### config.mk
export PLATFORM = sky130hd
export DESIGN_NAME = tick_gen_multi
export DESIGN_NICKNAME = d
export VERILOG_FILES = /design/src/rtl/tick_gen_pkg.sv /design/src/rtl/tick_chan.sv /design/src/rtl/tick_gen_multi.sv
export SDC_FILE = /design/constraint.sdc
export NUM_CORES = 1
export LEC_CHECK = 0
export BUFFER_PORTS_ARGS = -buffer_cell sky130_fd_sc_hd__buf_4
export CORE_AREA = 10 10 192 212
export DETAILED_ROUTE_END_ITERATION = 7
export DIE_AREA = 0 0 202 222
export GPL_TIMING_DRIVEN = 0
export HOLD_SLACK_MARGIN = 0.1
export PLACE_DENSITY = 0.64
export SETUP_SLACK_MARGIN = 0.02
export SLEW_MARGIN = 10
export SYNTH_ARGS = -nofsm -noshare
export SYNTH_HDL_FRONTEND = slang
export SYNTH_SLANG_ARGS = --single-unit
### constraint.sdc
create_clock -name clk -period 6.4 [get_ports clk]
set_input_delay 0.96 -clock clk [delete_from_list [all_inputs] [get_ports clk]]
set_output_delay 0.96 -clock clk [all_outputs]
set_load 0.01 [all_outputs]
### src/rtl/tick_gen_pkg.sv
// tick_gen_pkg: shared defaults and helpers for the multi-channel tick generator.
package tick_gen_pkg;
   localparam int TG_W       = 20;
   localparam int TG_DEF_DIV = 200000;
   localparam int MIN_DIV    = 2;

   function automatic logic [31:0] sq_thresh(input logic [31:0] div);
      return div >> 1;
   endfunction
endpackage

### src/rtl/tick_chan.sv
// tick_chan: one divider channel with a deferred divisor update, registered tick pulse and square wave.
module tick_chan import tick_gen_pkg::*; #(
   parameter int W       = TG_W,
   parameter int DEF_DIV = TG_DEF_DIV
) (
   input  logic         clk,
   input  logic         rst,
   input  logic         en,
   input  logic         sync,
   input  logic         wr,
   input  logic [W-1:0] wr_div,
   output logic         tick,
   output logic         sq
);
   logic [W-1:0] cnt_q, cnt_d, div_q, div_d, pend_div_q, pend_div_d;
   logic         pend_v_q, pend_v_d, tick_q, tick_d, sq_q, sq_d;
   logic         wrap, apply;

   always_comb begin
      // >= keeps a counter left above a freshly shrunk divisor from running to overflow
      wrap       = en && (cnt_q >= div_q - W'(1));
      apply      = wrap || !en || sync;
      cnt_d      = (sync || wrap) ? '0 : en ? cnt_q + W'(1) : cnt_q;
      tick_d     = wrap && !sync;
      sq_d       = en ? (32'(cnt_q) < sq_thresh(32'(div_q))) : sq_q;
      div_d      = (wr && apply) ? wr_div : (apply && pend_v_q) ? pend_div_q : div_q;
      pend_div_d = wr ? wr_div : pend_div_q;
      pend_v_d   = (wr || pend_v_q) && !apply;
   end

   always_ff @(posedge clk or negedge rst) begin
      if (!rst) begin
         cnt_q      <= '0;
         div_q      <= W'(DEF_DIV);
         pend_div_q <= W'(DEF_DIV);
         pend_v_q   <= 1'b0;
         tick_q     <= 1'b0;
         sq_q       <= 1'b0;
      end else begin
         cnt_q      <= cnt_d;
         div_q      <= div_d;
         pend_div_q <= pend_div_d;
         pend_v_q   <= pend_v_d;
         tick_q     <= tick_d;
         sq_q       <= sq_d;
      end
   end

   assign tick = tick_q;
   assign sq   = sq_q;
endmodule

### src/rtl/tick_gen_multi.sv
// tick_gen_multi: CH independently programmable clock dividers with common sync and
// write validation; rejected divisor writes raise a one-cycle cfg_err.
module tick_gen_multi import tick_gen_pkg::*; #(
   parameter int  CH      = 4,
   parameter int  W       = TG_W,
   parameter int  DEF_DIV = TG_DEF_DIV,
   localparam int CW      = (CH > 1) ? $clog2(CH) : 1
) (
   input  logic          clk,
   input  logic          rst,
   input  logic [CH-1:0] en,
   input  logic          sync,
   input  logic          cfg_we,
   input  logic [CW-1:0] cfg_ch,
   input  logic [W-1:0]  cfg_div,
   output logic [CH-1:0] tick,
   output logic [CH-1:0] sq,
   output logic          cfg_err
);
   logic accept, cfg_err_d, cfg_err_q;

   always_comb begin
      accept    = cfg_we && (32'(cfg_ch) < 32'(CH)) && (cfg_div >= W'(MIN_DIV));
      cfg_err_d = cfg_we && !accept;
   end

   always_ff @(posedge clk or negedge rst) begin
      if (!rst) cfg_err_q <= 1'b0;
      else      cfg_err_q <= cfg_err_d;
   end

   assign cfg_err = cfg_err_q;

   for (genvar i = 0; i < CH; i++) begin : g_ch
      tick_chan #(.W(W), .DEF_DIV(DEF_DIV)) u_chan (
         .clk    (clk),
         .rst    (rst),
         .en     (en[i]),
         .sync   (sync),
         .wr     (accept && (cfg_ch == CW'(i))),
         .wr_div (cfg_div),
         .tick   (tick[i]),
         .sq     (sq[i])
      );
   end
endmodule
==> results of run 1 <==
worst max-delay path by stage:
stage / cells past startpoint / start / to
after floorplan: 16 / g_ch[3].u_chan.div_q[2]$_DFFE_PN0P_ / g_ch[3].u_chan.div_q[19]$_DFFE_PN0P_
after global placement: 15 / g_ch[3].u_chan.div_q[2]$_DFFE_PN0P_ / g_ch[3].u_chan.div_q[0]$_DFFE_PN0P_
after detailed placement: 15 / g_ch[3].u_chan.div_q[2]$_DFFE_PN0P_ / g_ch[3].u_chan.div_q[5]$_DFFE_PN0P_
after CTS: 15 / g_ch[3].u_chan.div_q[2]$_DFFE_PN0P_ / g_ch[3].u_chan.div_q[0]$_DFFE_PN0P_
after global routing: 15 / g_ch[3].u_chan.div_q[2]$_DFFE_PN0P_ / g_ch[3].u_chan.div_q[3]$_DFFE_PN0P_
final: 15 / g_ch[3].u_chan.div_q[2]$_DFFE_PN0P_ / g_ch[3].u_chan.div_q[5]$_DFFE_PN0P_
cell usage in the layout (no fill, tap or decap), drive strengths merged, types with 34 or more instances in the layout:
| master | n |
|---|---|
| o22ai | 88 |
| o21ai | 57 |
| and3 | 34 |
| a2bb2oi | 57 |
| dfstp | 48 |
| dfrtp | 205 |
| xnor2 | 70 |
| nor2 | 93 |
| nor3 | 41 |
| mux2 | 60 |
| nand2 | 168 |
| ha | 160 |
| buf | 64 |
| nand3 | 106 |
| inv | 102 |
| clkbuf | 85 |
| a21oi | 95 |
flip-flops by register name, indices dropped and copies added (netlist names):
| signal | count |
|---|---|
| g_ch.u_chan.cnt_q | 80 |
| g_ch.u_chan.tick | 4 |
| cfg_err | 1 |
| g_ch.u_chan.pend_v_q | 4 |
| g_ch.u_chan.div_q | 80 |
| g_ch.u_chan.sq | 4 |
| g_ch.u_chan.pend_div_q | 80 |
synthesized netlist by cell type (41+ instances only):
cell type and n:
clkbuf_1 47, o21ai_0 52, nor3_1 41, ha_1 160, nand2_1 168, xnor2_1 70
nand3_1 106, o22ai_1 88, a21oi_1 94, a2bb2oi_1 57, dfstp_2 48, mux2_2 60
dfrtp_1 205, nor2_1 92, inv_1 102
report_power, final:
part / internal (mW) / switching, mW
Combinational: 0.437 / 0.504
Clock: 1.17 / 0.686
Sequential: 1.87 / 0.210
Total: 3.48 / 1.40
per-stage QoR:
step / hold slack, ns / cell area [um2]
detailed placement: 0.4478 / 16880
global placement: 0.4461 / 16820
global route: 0.2874 / 17950
floorplan: 0.4392 / 16090
finish: 0.2836 / 17950
CTS: 0.2851 / 17940
worst max-delay path: cells and delay by family, from the launching register on:
kind / cells / cell delay (ns)
AND/OR/NAND/NOR: 9 / 2.24
buffers and inverters: 2 / 0.83
AO/OA/AOI/OAI: 2 / 0.65
flip-flops: 1 / 0.43
adder cells (fa/ha/maj): 1 / 0.30
XOR/XNOR: 1 / 0.13
routing by layer:
layer	wire length [um]	up-vias
met5	39	-
met2	19340	177
met1	17490	6254
li1	-	6406
met3	1069	70
met4	1020	6
kinds of logic (layout without fill, tap and decap cells):
family / count (synthesis) / after routing / synth area share
AO/OA/AOI/OAI: 396 / 396 / 0.1632
XOR/XNOR: 71 / 71 / 0.03864
adder cells (fa/ha/maj): 160 / 160 / 0.1244
buffers and inverters: 197 / 267 / 0.05147
flip-flops: 253 / 253 / 0.3972
multiplexers: 69 / 69 / 0.04759
other: 0 / 3 / 0
AND/OR/NAND/NOR: 582 / 582 / 0.1775
layout make-up:
cell class | count | area share
inverter | 102 | 0.02133
clock buffer | 36 | 0.04300
buffer | 95 | 0.02481
sequential | 253 | 0.3560
tap | 487 | 0.03394
multi-input combinational | 1278 | 0.4942
clock inverter | 16 | 0.01610
antenna | 3 | 0.0004182
timing repair buffer | 18 | 0.01018
==> impl_metrics.json, run 1 <==
{
  "status": "complete, no violations",
  "die_w_um": 202,
  "cpMaxStageDelayCell": "o2bb2ai_1",
  "peakVddDrop_v": 0.0002014,
  "port_buffers": 16,
  "die_h_um": 222,
  "rsz0062_at_grt": "false",
  "ys_types": 67,
  "ant_nets": 0,
  "synthesis.nets": 1918,
  "cts_setup_buffers": 0,
  "cts_buffer_depth": 3,
  "drc": 0,
  "ys_ff_latch": 253,
  "path_class": "reg2reg",
  "regArea_mm2": 0.006391,
  "path_cells": "nor4_1 -> nand2_1 -> nor3_1 -> and2_1 -> nand2_1 -> nor4_1 -> xnor2_1 -> ha_1 -> and3_1 -> nand4_1 -> o2bb2ai_1 -> or2_1 -> clkbuf_1 -> buf_1 -> a2bb2oi_1",
  "insertion_delay_ns": 0.56,
  "worst_slew_pin_slew_ns": 0.9431,
  "grt_pass1_vias": 12890,
  "cts_tree": "yes",
  "first_iter_violations": 671,
  "syn_area_mm2": 0.01609,
  "grt_pass1_wl_mm": 65.09,
  "p_leak_nw": 8.250,
  "area_growth_syn_to_layout_pct": 11.56,
  "fin_crit_ns": 4.725,
  "detail_route.wl_per_cell_um": 17.03,
  "grt_util_met2": 0.2950,
  "drv_cap": 0,
  "synth_largest_area_cell": "dfrtp_1",
  "end_kind": "flop",
  "root_buffer": "clkbuf_16",
  "grt_busiest_layer": "met2",
  "final_core_util": 0.4976,
  "ys.flop_type": "dfrtp_1",
  "fin_cells": 2288,
  "fin_crit_sh": 0.7383,
  "ctsResizeCount": 0,
  "wirelength_mm": 38.96,
  "start_kind": "flop",
  "grt_max_degree": 112,
  "core_area_mm2": 0.03608,
  "grtUsageTotal": 0.1705,
  "synth_top_area_frac": 0.3188,
  "synthTopCellsByArea": "dfrtp_1 32%, ha_1 12%, dfstp_2 7.8%",
  "hpwl_mm": 28.55,
  "p_per_area_mw_per_mm2": 271.8,
  "drv_slew": 0,
  "clock-sinks": 253,
  "setup_viol": 0,
  "start_util": 0.4460,
  "critPathMaxStageDelay_ns": 0.52,
  "syn_inst": 1728,
  "seq_area_frac_synth": 0.3972,
  "drive_above_1_share": 0.1257,
  "grt_use_met1": 0.2152,
  "dieArea_mm2": 0.04484,
  "dp.cells": 2233,
  "numCtsBuffers": 28,
  "fin_skew_ns": 0.01549,
  "worst_slack_ns": 1.675,
  "tns_ns": 0,
  "grt_antenna_before_repair": 5,
  "crit_arrival_ns": 5.13,
  "nFillCells": 3345,
  "hold_buffers": 0,
  "fin_nets": 1966,
  "syn_area_per_cell_um2": 9.312,
  "timing.rr.end": "g_ch[3].u_chan.div_q[5]$_DFFE_PN0P_",
  "holdCritPathClass": "in2async",
  "synth-edff-count": 0,
  "vias": 12910,
  "r2r_start": "g_ch[3].u_chan.div_q[2]$_DFFE_PN0P_",
  "htreeDepth": 1,
  "num_rows": 73,
  "yosysWarnings": 0,
  "grt.overflow.total": 0,
  "boundaryPins": 39,
  "total_power_mw": 4.880,
  "gp_congestion": 0.8730,
  "rr_worst_depth": 15,
  "multi_input_area_mm2": 0.008872,
  "r2r_slack_ns": 1.67,
  "critical_path_required_ns": 6.80,
  "crit_fanout": 10,
  "post-place-ws_ns": 1.687,
  "fmax_mhz": 211.6,
  "vias_per_cell": 5.644,
  "use_met3": 0.02090,
  "hold_viol_final": 0,
  "firstDrtPassIters": 5,
  "clk_pin_slew_ns": 0.06,
  "maxSlewHeadroom": 0.3713,
  "synth-async-reset-ratio": 1.000
}
(Power assumes the default switching activity.)
==> run 2, diff against run 1 <==
clock period = 4.8 ns   (was 6.4 ns; I/O delays follow)
==> run 2 against run 1 <==
Against the previous run:
- first-iteration DRC count grew 3.3%
- combinational power grew 34%
- register-to-register slack lost 1.3 ns
- critical path depth shrank 1
- wire length about the same
- final cell count did not move
- maximum frequency grew 6.7%
- critical path type unchanged
- largest cell class unchanged
- largest power group unchanged
==> impl_metrics.json, run 2 (synthesis gave the netlist of run 1 again) <==
{
  "r2r_start": "g_ch[0].u_chan.div_q[3]$_DFFE_PN0P_",
  "end_kind": "flop",
  "p_per_area_mw_per_mm2": 362.2,
  "num_rows": 73,
  "hpwl_mm": 28.55,
  "rr_worst_depth": 14,
  "detail_route.wl_per_cell_um": 17.04,
  "pwr-share-seq": 0.426,
  "critical_path_required_ns": 5.24,
  "drv_cap": 0,
  "dieArea_mm2": 0.04484,
  "vias_per_cell": 5.629,
  "wirelength_mm": 38.99,
  "die_w_um": 202,
  "switching_share": 0.2867,
  "htreeDepth": 1,
  "cts_buffer_depth": 3,
  "cts_setup_buffers": 0,
  "core_area_mm2": 0.03608,
  "internal_power_mw": 4.642,
  "layout_common_cells": "205 x dfrtp_1, 168 x nand2_1, 160 x ha_1, 106 x nand3_1, 102 x inv_1",
  "crit_family": "simple AND/OR/NAND/NOR gates",
  "grt.overflow.total": 0,
  "status": "complete, no violations",
  "grt_pass1_vias": 12890,
  "first_iter_violations": 693,
  "gp_congestion": 0.8730,
  "drc": 0,
  "clk_pin_slew_ns": 0.06,
  "reg_top3": "g_ch.u_chan.cnt_q x80, g_ch.u_chan.div_q x80, g_ch.u_chan.pend_div_q x80",
  "fin_crit_sh": 0.9230,
  "start_util": 0.4460,
  "maxSlewHeadroom": 0.3743,
  "timing.rr.end": "g_ch[0].u_chan.cnt_q[13]$_DFFE_PN0P_",
  "drive_above_1_share": 0.1278,
  "crit_fanout": 10,
  "grt_pass1_wl_mm": 65.09,
  "p_sw_mw": 1.866,
  "cp-startpoint": "g_ch[0].u_chan.div_q[3]$_DFFE_PN0P_",
  "crit_cells": 14,
  "peakVddDrop_v": 0.0002637,
  "port_buffers": 16,
  "drv_slew": 0,
  "setup_viol": 0,
  "insertion_delay_ns": 0.56,
  "fin_skew_ns": 0.01392,
  "vias": 12880,
  "postLayoutCellArea_mm2": 0.01797,
  "ant_nets": 0,
  "fmax_mhz": 225.7,
  "path_cells": "nor3_1 -> nand3_1 -> or3_1 -> nand2b_1 -> nor4_1 -> xnor2_1 -> ha_1 -> a21oi_1 -> a21boi_0 -> or3_1 -> a211oi_2 -> clkbuf_1 -> nand3_1 -> o311ai_0",
  "firstDrtPassIters": 7,
  "hold_viol_final": 0,
  "numCtsBuffers": 28,
  "rsz0062_at_grt": "false",
  "p_leak_nw": 8.262,
  "cts_tree": "yes",
  "post_dp_cell_area_mm2": 0.01688,
  "start_kind": "flop",
  "tns_ns": 0,
  "hold_path_depth": 2,
  "critPathMaxStageDelay_ns": 0.59,
  "boundaryPins": 39,
  "die_h_um": 222,
  "crit_path_end": "g_ch[0].u_chan.cnt_q[13]$_DFFE_PN0P_",
  "holdCritPathClass": "in2reg",
  "fin_nets": 1967,
  "root_buffer": "clkbuf_16",
  "cpMaxStageDelayCell": "a211oi_2",
  "clockPowerShare": 0.381,
  "path_class": "reg2reg",
  "area_growth_syn_to_layout_pct": 11.68,
  "r2r_slack_ns": 0.37,
  "final_common_cell": "dfrtp_1",
  "fin_crit_ns": 4.430,
  "comb_power_share": 0.193,
  "crit_arrival_ns": 4.87,
  "clock-sinks": 253,
  "hold_ws_ns": 0.4357,
  "total_power_mw": 6.508,
  "worst_slew_pin_slew_ns": 0.9385,
  "grt_antenna_before_repair": 5,
  "grtUsageTotal": 0.1705,
  "grt_max_degree": 112,
  "crit_buf_inv": 1
}
[run 2: worst min path at each step]
stage / end / startpoint
floorplan: cfg_err$_DFF_PN0_ / rst
global placement: g_ch[1].u_chan.pend_div_q[17]$_DFFE_PN1P_ / g_ch[1].u_chan.pend_div_q[17]$_DFFE_PN1P_
detailed placement: g_ch[1].u_chan.pend_div_q[17]$_DFFE_PN1P_ / g_ch[1].u_chan.pend_div_q[17]$_DFFE_PN1P_
CTS: cfg_err$_DFF_PN0_ / cfg_we
global route: cfg_err$_DFF_PN0_ / cfg_we
finish: cfg_err$_DFF_PN0_ / cfg_we
[run 2: per-layer routing]
| layer | GRT usage | routed length (um) |
|---|---|---|
| met2 | 0.2950 | 19250 |
| met3 | 0.02090 | 1051 |
| met4 | 0.05535 | 1076 |
| met5 | 0 | 39 |
| met1 | 0.2152 | 17580 |
[run 2: power by group through the flow]
stage / clock network, mW / logic (mW) / registers [mW]
floorplan: 0 / 0.964 / 2.73
global placement: 0 / 1.20 / 2.79
detailed placement: 0 / 1.26 / 2.80
CTS: 2.52 / 1.27 / 2.77
global route: 2.61 / 1.44 / 2.82
finish: 2.48 / 1.26 / 2.78
[run 2: worst register-to-register path, cell delays in order (launching register included)]
cell,delay [ns]
dfrtp_1,0.42
nor3_1,0.33
nand3_1,0.22
or3_1,0.43
nand2b_1,0.19
nor4_1,0.24
xnor2_1,0.19
ha_1,0.30
a21oi_1,0.16
a21boi_0,0.12
or3_1,0.36
a211oi_2,0.59
clkbuf_1,0.49
nand3_1,0.15
o311ai_0,0.13
[run 2: repair_timing]
item | 4_1_cts | 5_1_grt
setup endpoints to repair | 0 | 33
hold buffers | 1 | 0
hold endpoints to repair | 37 | 0
gates resized for setup | 0 | 5
[run 2: layout make-up]
class / instances / area, um2
Antenna cell: 2 / 5.005
Buffer: 95 / 447.9
Clock buffer: 36 / 772.0
Clock inverter: 16 / 289.0
Fill cell: 3345 / 18110
Inverter: 102 / 382.9
Multi-Input combinational cell: 1278 / 8881
Sequential cell: 253 / 6391
Tap cell: 487 / 609.3
Timing Repair Buffer: 19 / 192.7
[run 2: per-stage QoR]
step	setup slack (ns)	std cells	utilization
floorplan	1.106	1728	-
global placement	0.1514	2231	0.4662
detailed placement	0.08702	2233	0.4680
CTS	0.04633	2286	0.4977
global route	0.04401	2287	0.4980
finish	0.3695	2288	0.4981
==> run 3, diff against run 2 <==
BUFFER_PORTS_ARGS = default   (was -buffer_cell sky130_fd_sc_hd__buf_4)
DONT_BUFFER_PORTS = 1   (was default)
PLACE_DENSITY = 0.63   (was 0.64)
==> run 3 against run 2 <==
Against the previous run:
- the flow now finishes with violations (negative hold slack)
- final area fell by 1.7%
- critical path depth did not move
- maximum frequency rose by 2.1%
- register-to-register slack improved by 0.09 ns
- flip-flop and latch count did not move
- power fell by 5.2%
- critical endpoint unchanged
- largest cell class unchanged
==> impl_metrics.json, run 3 (synthesis gave the netlist of run 1 again) <==
{
  "start_kind": "flop",
  "end_kind": "flop",
  "clock-sinks": 253,
  "grtUsageTotal": 0.1705,
  "hold_ws_ns": -0.1336,
  "p_per_area_mw_per_mm2": 349.3,
  "insertion_delay_ns": 0.55,
  "layout_common_cells": "205 x dfrtp_1, 168 x nand2_1, 160 x ha_1, 106 x nand3_1, 102 x inv_1",
  "grt_pass1_wl_mm": 64.92,
  "rr_worst_depth": 14,
  "first_iter_violations": 682,
  "fin_nets": 1948,
  "drv_slew": 0,
  "crit_cells": 14,
  "pwr-share-seq": 0.450,
  "final_common_cell": "dfrtp_1",
  "core_area_mm2": 0.03608,
  "dp.cells": 2215,
  "hpwl_mm": 28.15,
  "fmax_mhz": 230.5,
  "crit_arrival_ns": 4.78,
  "port_buffers": 0,
  "comb_power_share": 0.193,
  "numCtsBuffers": 28,
  "r2r_slack_ns": 0.46,
  "vias_per_cell": 5.632,
  "vias": 12790,
  "timing.rr.end": "g_ch[0].u_chan.cnt_q[13]$_DFFE_PN0P_",
  "switching_share": 0.2927,
  "p_sw_mw": 1.807,
  "r2r_start": "g_ch[0].u_chan.div_q[3]$_DFFE_PN0P_",
  "path_class": "reg2reg",
  "hold_viol_final": 205,
  "peakVddDrop_v": 0.0002707,
  "maxSlewHeadroom": 0.3173,
  "drv_cap": 0,
  "grt_pass1_vias": 12620,
  "clk_pin_slew_ns": 0.06,
  "tns_ns": 0,
  "cts_tree": "yes",
  "clockPowerShare": 0.357,
  "fin_crit_ns": 4.339,
  "die_w_um": 202,
  "holdCritPathClass": "in2async",
  "cts_buffer_depth": 3,
  "grt_antenna_before_repair": 4,
  "drive_above_1_share": 0.1197,
  "die_h_um": 222,
  "nFillCells": 3362,
  "critPathMaxStageDelay_ns": 0.59,
  "path_cells": "nor3_1 -> nand3_1 -> or3_1 -> nand2b_1 -> nor4_1 -> xnor2_1 -> ha_1 -> a21oi_1 -> a21boi_0 -> or3_1 -> a211oi_2 -> clkbuf_1 -> nand3_1 -> o311ai_0",
  "drc": 0,
  "htreeDepth": 1,
  "ant_nets": 0,
  "status": "complete, but fails checks",
  "critical_path_required_ns": 5.24,
  "reg_top3": "g_ch.u_chan.cnt_q x80, g_ch.u_chan.div_q x80, g_ch.u_chan.pend_div_q x80",
  "detail_route.wl_per_cell_um": 17.15,
  "rsz0062_at_grt": "false",
  "worst_slew_pin_slew_ns": 1.024,
  "fin_skew_ns": 0.01210,
  "boundaryPins": 39,
  "wirelength_mm": 38.94,
  "cp-startpoint": "g_ch[0].u_chan.div_q[3]$_DFFE_PN0P_",
  "firstDrtPassIters": 5,
  "crit_buf_inv": 1,
  "cts_setup_buffers": 0,
  "gp_congestion": 0.8326,
  "crit_family": "simple AND/OR/NAND/NOR gates",
  "fin_crit_sh": 0.9040,
  "root_buffer": "clkbuf_16",
  "num_rows": 73,
  "internal_power_mw": 4.366,
  "p_leak_nw": 8.104,
  "violations": "negative hold slack",
  "start_util": 0.4460,
  "fin_cells": 2270,
  "grt.overflow.total": 0,
  "setup_viol": 0,
  "grt_max_degree": 254,
  "crit_path_end": "g_ch[0].u_chan.cnt_q[13]$_DFFE_PN0P_",
  "area_growth_syn_to_layout_pct": 9.797,
  "cpMaxStageDelayCell": "a211oi_2",
  "crit_fanout": 10,
  "dieArea_mm2": 0.04484
}
-- run 3: changes by cell type in the layout (fill, tap and decap cells not counted), sizes merged --
cell	delta
dlygate4sd3	-1
clkinv	+3
buf	-17
diode	+1
bufinv	-6
clkbuf	+2
-- run 3: power groups by stage --
stage / Combinational (mW) / Sequential (mW) / Clock [mW]
detailed placement: 1.19 / 2.80 / 0
CTS: 1.20 / 2.77 / 2.26
finish: 1.19 / 2.78 / 2.20
global route: 1.37 / 2.82 / 2.34
global placement: 1.15 / 2.79 / 0
floorplan: 0.964 / 2.73 / 0
-- run 3: how the worst min path moves through the flow --
stage / from / to / cells past startpoint
2_1_floorplan: rst / cfg_err$_DFF_PN0_ / 0
3_3_place_gp: rst / g_ch[3].u_chan.tick$_DFF_PN0_ / 0
3_5_place_dp: rst / g_ch[3].u_chan.tick$_DFF_PN0_ / 0
4_1_cts: rst / g_ch[0].u_chan.sq$_DFFE_PN0P_ / 0
5_1_grt: rst / g_ch[3].u_chan.sq$_DFFE_PN0P_ / 0
6_report: rst / g_ch[3].u_chan.tick$_DFF_PN0_ / 0
-- run 3: metal layers --
metal  track usage  wire length, um  vias to the layer above
met3       0.02440             1331                       52
met2        0.2956            19330                      173
met1        0.2178            17580                     6183
li1              -                -                     6371
met4       0.04206              651                        6
met5             0               41                        -
-- run 3: layout make-up --
class                           count  area [um2]  area share
Buffer                             95       446.7     0.02528
Tap cell                          487       609.3     0.03449
Inverter                          102       382.9     0.02167
Clock inverter                     13       120.1    0.006798
Multi-Input combinational cell   1278        8887      0.5030
Sequential cell                   253        6391      0.3617
Antenna cell                        3       7.507   0.0004249
Clock buffer                       39       823.3     0.04660
-- run 3: metrics by stage --
step | hold slack (ns) | area (um2) | total power [mW] | setup slack, ns | util
final | -0.1336 | 17670 | 6.172 | 0.4607 | 0.4897
after global routing | -0.1673 | 17660 | 6.531 | 0.07199 | 0.4895
after CTS | -0.1510 | 17640 | 6.231 | 0.1007 | 0.4891
after detailed placement | 0.4361 | 16700 | 3.992 | 0.1297 | 0.4629
after global placement | 0.4363 | 16700 | 3.938 | 0.1818 | 0.4629
after floorplan | 0.4244 | 16090 | 3.690 | 1.106 | -
-- run 3: what timing repair did --
item | in CTS | in global routing
gates resized for setup | 0 | 5
hold endpoints to repair | 253 | 206
endpoints found under the setup margin | 0 | 41
